<file path="config.mk">
export PLATFORM = sky130hd
export DESIGN_NAME = reg_file_wb_flat
export DESIGN_NICKNAME = d
export VERILOG_FILES = /design/src/rtl/reg_file_wb_if.sv /design/src/rtl/reg_file_wb.sv /design/src/flat_wrapper.sv
export SDC_FILE = /design/constraint.sdc
export NUM_CORES = 2
export LEC_CHECK = 0
export CORE_MARGIN = 5
export CORE_UTILIZATION = 50
export CTS_CLUSTER_DIAMETER = 150
export DETAILED_ROUTE_END_ITERATION = 8
export HOLD_SLACK_MARGIN = 0.12
export PLACE_DENSITY = 0.69
export SLEW_MARGIN = 20
export SYNTH_ARGS = -nofsm -noshare
export SYNTH_HDL_FRONTEND = slang
export SYNTH_SLANG_ARGS = --single-unit
export TNS_END_PERCENT = 50
</file>
<file path="constraint.sdc">
create_clock -name clk -period 49.5 [get_ports clk]
set_input_delay 9.9 -clock clk [delete_from_list [all_inputs] [get_ports clk]]
set_output_delay 9.9 -clock clk [all_outputs]
set_load 0.02 [all_outputs]
</file>
<file path="src/rtl/reg_file_wb_if.sv">
// Register-file bus: two operand read ports, one debug read port, one write port.
// Latency: reads are combinational; a write lands on the clk edge where we=1.
// Backpressure: none; the write port is sampled every edge and never stalls.
//
// Modports:
//   master - datapath/monitor side: drives addresses and write data, receives read data
//   slave  - register file side: receives addresses and write data, drives read data
interface reg_file_wb_if #(
  parameter int WIDTH  = 32,
  parameter int ADDR_W = 5
);

  logic [ADDR_W-1:0] ra0;     // rs1 read address
  logic [WIDTH-1:0]  rd0;     // rs1 read data
  logic [ADDR_W-1:0] ra1;     // rs2 read address
  logic [WIDTH-1:0]  rd1;     // rs2 read data
  logic              we;      // RegWrite
  logic [ADDR_W-1:0] wa;      // rd field
  logic [WIDTH-1:0]  wd;      // write-back select output
  logic [ADDR_W-1:0] dbg_ra;  // board monitor read address
  logic [WIDTH-1:0]  dbg_rd;  // board monitor read data

  modport master (
    output ra0, ra1, we, wa, wd, dbg_ra,
    input  rd0, rd1, dbg_rd
  );

  modport slave (
    input  ra0, ra1, we, wa, wd, dbg_ra,
    output rd0, rd1, dbg_rd
  );

endinterface

</file>
<file path="src/rtl/reg_file_wb.sv">
// Register file behind the write-back select: 2 operand reads + 1 debug read, entry 0 reads zero.
// Latency: 0-cycle combinational reads; writes visible the cycle after the write edge.
// Backpressure: none; every edge with we=1 and wa!=0 commits, last write wins.
//
// Ports:
//   clk - system clock, writes on rising edge
//   rst - asynchronous active-high reset; clears every entry and forces all reads to 0
//   bus - reg_file_wb_if.slave: ra0/rd0, ra1/rd1, we/wa/wd, dbg_ra/dbg_rd
//
// Optional build macro REG_FILE_WB_BYPASS_EN: when defined, rd0/rd1 forward wd in the
// same cycle when the port address matches a pending write (never for address 0, never
// for dbg_rd). Storage behaviour is identical with and without the macro.
module reg_file_wb #(
  parameter int WIDTH  = 32,
  parameter int ADDR_W = 5
) (
  input  logic          clk,
  input  logic          rst,
  reg_file_wb_if.slave  bus
);

  localparam int DEPTH = 1 << ADDR_W;

  // Entry 0 has no storage; the array starts at index 1.
  logic [WIDTH-1:0] mem [1:DEPTH-1];

  // A write is real only outside reset and to a non-zero address.
  logic wr_en;
  assign wr_en = !rst && bus.we && (bus.wa != '0);

  always_ff @(posedge clk or posedge rst) begin
    if (rst) begin
      for (int i = 1; i < DEPTH; i++) begin
        mem[i] <= '0;
      end
    end else if (wr_en) begin
      mem[bus.wa] <= bus.wd;
    end
  end

  // Stored values per read port; address 0 never touches the array.
  logic [WIDTH-1:0] stored0;
  logic [WIDTH-1:0] stored1;
  logic [WIDTH-1:0] stored_dbg;

  assign stored0    = (bus.ra0    == '0) ? '0 : mem[bus.ra0];
  assign stored1    = (bus.ra1    == '0) ? '0 : mem[bus.ra1];
  assign stored_dbg = (bus.dbg_ra == '0) ? '0 : mem[bus.dbg_ra];

  // Operand ports, optionally write-through. wr_en already excludes wa=0, so an
  // address match here can never forward onto a port reading x0.
  logic [WIDTH-1:0] op0;
  logic [WIDTH-1:0] op1;

`ifdef REG_FILE_WB_BYPASS_EN
  logic hit0;
  logic hit1;
  assign hit0 = wr_en && (bus.wa == bus.ra0);
  assign hit1 = wr_en && (bus.wa == bus.ra1);
  assign op0  = hit0 ? bus.wd : stored0;
  assign op1  = hit1 ? bus.wd : stored1;
`else
  assign op0  = stored0;
  assign op1  = stored1;
`endif

  // Reset clears the array asynchronously, but the explicit gate keeps the outputs
  // at zero in the same delta the reset rises, independent of the array update.
  assign bus.rd0    = rst ? '0 : op0;
  assign bus.rd1    = rst ? '0 : op1;
  assign bus.dbg_rd = rst ? '0 : stored_dbg;

endmodule

</file>
<file path="src/flat_wrapper.sv">
// flat-port wrapper written by rule: the top's interface ports become plain ports
module reg_file_wb_flat 
#(
  parameter int WIDTH  = 32,
  parameter int ADDR_W = 5
)
  (clk, rst, bus_ra0, bus_ra1, bus_we, bus_wa, bus_wd, bus_dbg_ra, bus_rd0, bus_rd1, bus_dbg_rd);
  reg_file_wb_if #(.WIDTH(WIDTH), .ADDR_W(ADDR_W)) bus_i ();
  input  logic clk;
  input  logic rst;
  input wire logic [$bits(bus_i.ra0)-1:0] bus_ra0;
  input wire logic [$bits(bus_i.ra1)-1:0] bus_ra1;
  input wire logic [$bits(bus_i.we)-1:0] bus_we;
  input wire logic [$bits(bus_i.wa)-1:0] bus_wa;
  input wire logic [$bits(bus_i.wd)-1:0] bus_wd;
  input wire logic [$bits(bus_i.dbg_ra)-1:0] bus_dbg_ra;
  output wire logic [$bits(bus_i.rd0)-1:0] bus_rd0;
  output wire logic [$bits(bus_i.rd1)-1:0] bus_rd1;
  output wire logic [$bits(bus_i.dbg_rd)-1:0] bus_dbg_rd;
  assign bus_i.ra0 = bus_ra0;
  assign bus_i.ra1 = bus_ra1;
  assign bus_i.we = bus_we;
  assign bus_i.wa = bus_wa;
  assign bus_i.wd = bus_wd;
  assign bus_i.dbg_ra = bus_dbg_ra;
  assign bus_rd0 = bus_i.rd0;
  assign bus_rd1 = bus_i.rd1;
  assign bus_dbg_rd = bus_i.dbg_rd;
  reg_file_wb #(.WIDTH(WIDTH), .ADDR_W(ADDR_W)) u_core (.clk(clk), .rst(rst), .bus(bus_i));
endmodule
</file>
==> run_results.csv <==
group,metric,value,unit
sta,setup_tns,0,ps
route,drcViolationCount,0,
min_path,worstHoldStart,"u_core.mem[379]",
route,drt-initial-drc-count,6117,
sta,rsz0062_at_grt,"false",
worst_setup_path,worstSetupPathType,"in2out",
sta,relSlewSlack,0.152,
synth,synthTopCellsByCount,"mux2_2 (1099), dfrtp_1 (992), mux4_2 (637), clkbuf_1 (179), buf_2 (172)",
cells_and_area,final_cells,5851,
clock_network,clockRootBuffer,"clkbuf_16",
synth,ys_types,53,
synth,yosysWarnings,0,
worst_setup_path,r2r-start,"u_core.mem[344]",
floorplan,num_rows,128,
worst_setup_path,cp_top_family,"buffers and inverters",
route,num_vias,44400,
global_route,grt_max_degree,159,
worst_setup_path,crit_buf_inv,5,
global_route,grt.total_usage,0.345,
synth,ys_ff_latch,992,
cells_and_area,area_delta_synth_final,9.53,%
cells_and_area,drive_gt1_frac,0.505,
synth,syn_inst,4220,
sta,fin_crit,25400,ps
synth,synth_top_area_share,0.403,
clock_network,postCtsHoldBufs,0,
floorplan,die_h,361,um
floorplan,dieWidth,361,um
placed_design,dp.cells,5632,
floorplan,ios,151,
synth,netlist_area,61600,um2
min_path,hold_depth,1,
worst_setup_path,path_cells,"buf_8 -> buf_12 -> buf_4 -> buf_4 -> nor2b_2 -> a221oi_1 -> a221oi_1 -> nor3_1 -> a311oi_1 -> clkdlybuf4s50_1",
route,drt-total-wl,228,mm
cells_and_area,utilization,0.553,
clock_network,clk_latency,700,ps
route,ant_nets,0,
global_route,grt_pass1_vias,43800,
floorplan,coreArea,122000,um2
floorplan,initial_core_util,0.505,
synth,synth_edf_count,0,
sta,skew,0,ps
synth,synth_flop_cell,"dfrtp_1",
synth,yosysTopAreaCell,"dfrtp_1",
worst_setup_path,slowest_stage,"nor2b_2",
sta,worstMarginPinSlew,1260,ps
placed_design,gp_congestion,0.873,
cells_and_area,fillers,9844,
sta,fmax,39.4,MHz
placed_design,portBuffers,150,
global_route,grt_pass1_wl,328,mm
placed_design,place_hpwl,128,mm
global_route,antenna_found_initial,18,
worst_setup_path,cp_max_fo,64,
global_route,grt-ovfl-total,0,
route,first_pass_iters,6,
sta,holdWs,531,ps
run,max_cap_violations,0,
worst_setup_path,worstPathArrival,15500,ps
sta,slew_viol_final,0,
clock_network,clock-sinks,992,
worst_setup_path,reg2reg_slack,48670,ps
clock_network,clkTransAtPathRegs,60,ps
power,leakage,28.4,nW
cells_and_area,largest_register_ff_count,992,
synth,synth_nets,4275,
route,via_per_inst,7.59,
synth,synthArstFlopShare,1.00,
synth,yosys-top-cells-area,"dfrtp_1 (40%), mux4_2 (23%), mux2_2 (20%)",
sta,hold_violations,0,
floorplan,dieArea,130000,um2
worst_setup_path,startpoint_type,"input pin",
status,status,"finished, final reports clean",
synth,yosys.cell_count.top_type,"mux2_2",
clock_network,cts_tree,"yes",
cells_and_area,nets,4175,
synth,syn_area_per_cell,14.6,um2
clock_network,cts_buffer_depth,3,
worst_setup_path,worstRegToRegCells,1,
worst_setup_path,slowest_delay,1060,ps
synth,yosysSeqAreaShare,0.403,
min_path,min_to,"u_core.mem[379]",
power,ir_drop,0.0261,mV
cells_and_area,top_register,"u_core.mem",
power,cellPowerDensity,35.4,nW/um2
cells_and_area,largestRegisters,"u_core.mem: 992 flops",
sta,fin_crit_sh,0.513,
worst_setup_path,r2r-end,"u_core.mem[344]",
clock_network,ctsResizeCount,0,
clock_network,htree_levels,3,
clock_network,cts_made_buffers,110,
worst_setup_path,cp_data_required_time,39600,ps
sta,setup_viol_count_final,0,
clock_network,cts_setup_buffers,0,
route,post_drt_wl_per_cell,39.0,um
min_path,hold_class,"reg2reg",
worst_setup_path,endpoint_kind,"output pin",
cell type report:
| cell class | count | area, um2 | area share |
|---|---|---|---|
| clock buffers | 162 | 3290 | 0.0488 |
| inverters | 3 | 27.5 | 0.000408 |
| clock inverters | 39 | 462 | 0.00684 |
| flip-flops and latches | 992 | 24800 | 0.368 |
| diodes | 17 | 42.5 | 0.000631 |
| multi-input cells | 2744 | 34300 | 0.509 |
| well taps | 1625 | 2030 | 0.0301 |
| repair buffers | 269 | 2460 | 0.0364 |
power by group:
| part | total (mW) | switching, mW | internal, mW |
|---|---|---|---|
| registers | 1.03 | 0.108 | 0.919 |
| logic | 0.498 | 0.223 | 0.275 |
| clock network | 0.864 | 0.355 | 0.509 |
metrics by stage:
step | area [um2] | power (mW) | setup WS (ps)
6_report | 67500 | 2.39 | 24100
5_1_grt | 67400 | 2.47 | 23730
4_1_cts | 67400 | 2.38 | 24070
3_5_place_dp | 63700 | 1.53 | 24060
3_3_place_gp | 63600 | 1.51 | 24110
2_1_floorplan | 61600 | 1.38 | 14770
cell usage in the layout (no fill, tap or decap), types with 23 or more instances in the layout:
cell	netlist	layout
clkbuf_8	0	30
nor2_1	48	37
clkdlybuf4s50_1	0	129
mux4_2	637	637
o21ai_0	39	39
mux2i_1	124	124
a211oi_1	91	91
clkbuf_16	0	113
clkinv_2	0	23
mux2_1	28	28
o22ai_1	65	65
a21oi_1	42	42
a22oi_1	88	88
nand2_1	46	29
nor2b_1	90	83
dfrtp_1	992	992
nor3_1	47	47
a221oi_1	92	92
nor4_1	33	32
buf_4	67	113
mux2_2	1099	1099
kinds of logic after synthesis:
logic type,after synthesis,synth area share
multiplexers,1888,0.459
flip-flops,992,0.403
AO/OA/AOI/OAI,525,0.0643
buffers and inverters,484,0.0441
AND/OR/NAND/NOR,331,0.0295
per-layer routing:
layer / global-route usage / wire length [um] / vias up
met2: 0.494 / 98600 / 3430
met5: 0 / 72 / -
met3: 0.121 / 30300 / 838
li1: - / - / 16800
met4: 0.201 / 15800 / 12
met1: 0.456 / 83300 / 23400
how the worst max path moves through the flow:
stage                  start             end  slack [ps]  depth (start not counted)
2_1_floorplan            rst     bus_rd0[17]       14770                          6
3_3_place_gp   bus_dbg_ra[0]   bus_dbg_rd[5]       24110                         10
3_5_place_dp   bus_dbg_ra[0]   bus_dbg_rd[5]       24060                         10
4_1_cts        bus_dbg_ra[0]   bus_dbg_rd[5]       24070                         10
5_1_grt        bus_dbg_ra[0]  bus_dbg_rd[13]       23730                         10
6_report       bus_dbg_ra[0]   bus_dbg_rd[5]       24100                         10
(Power assumes the default switching activity.)
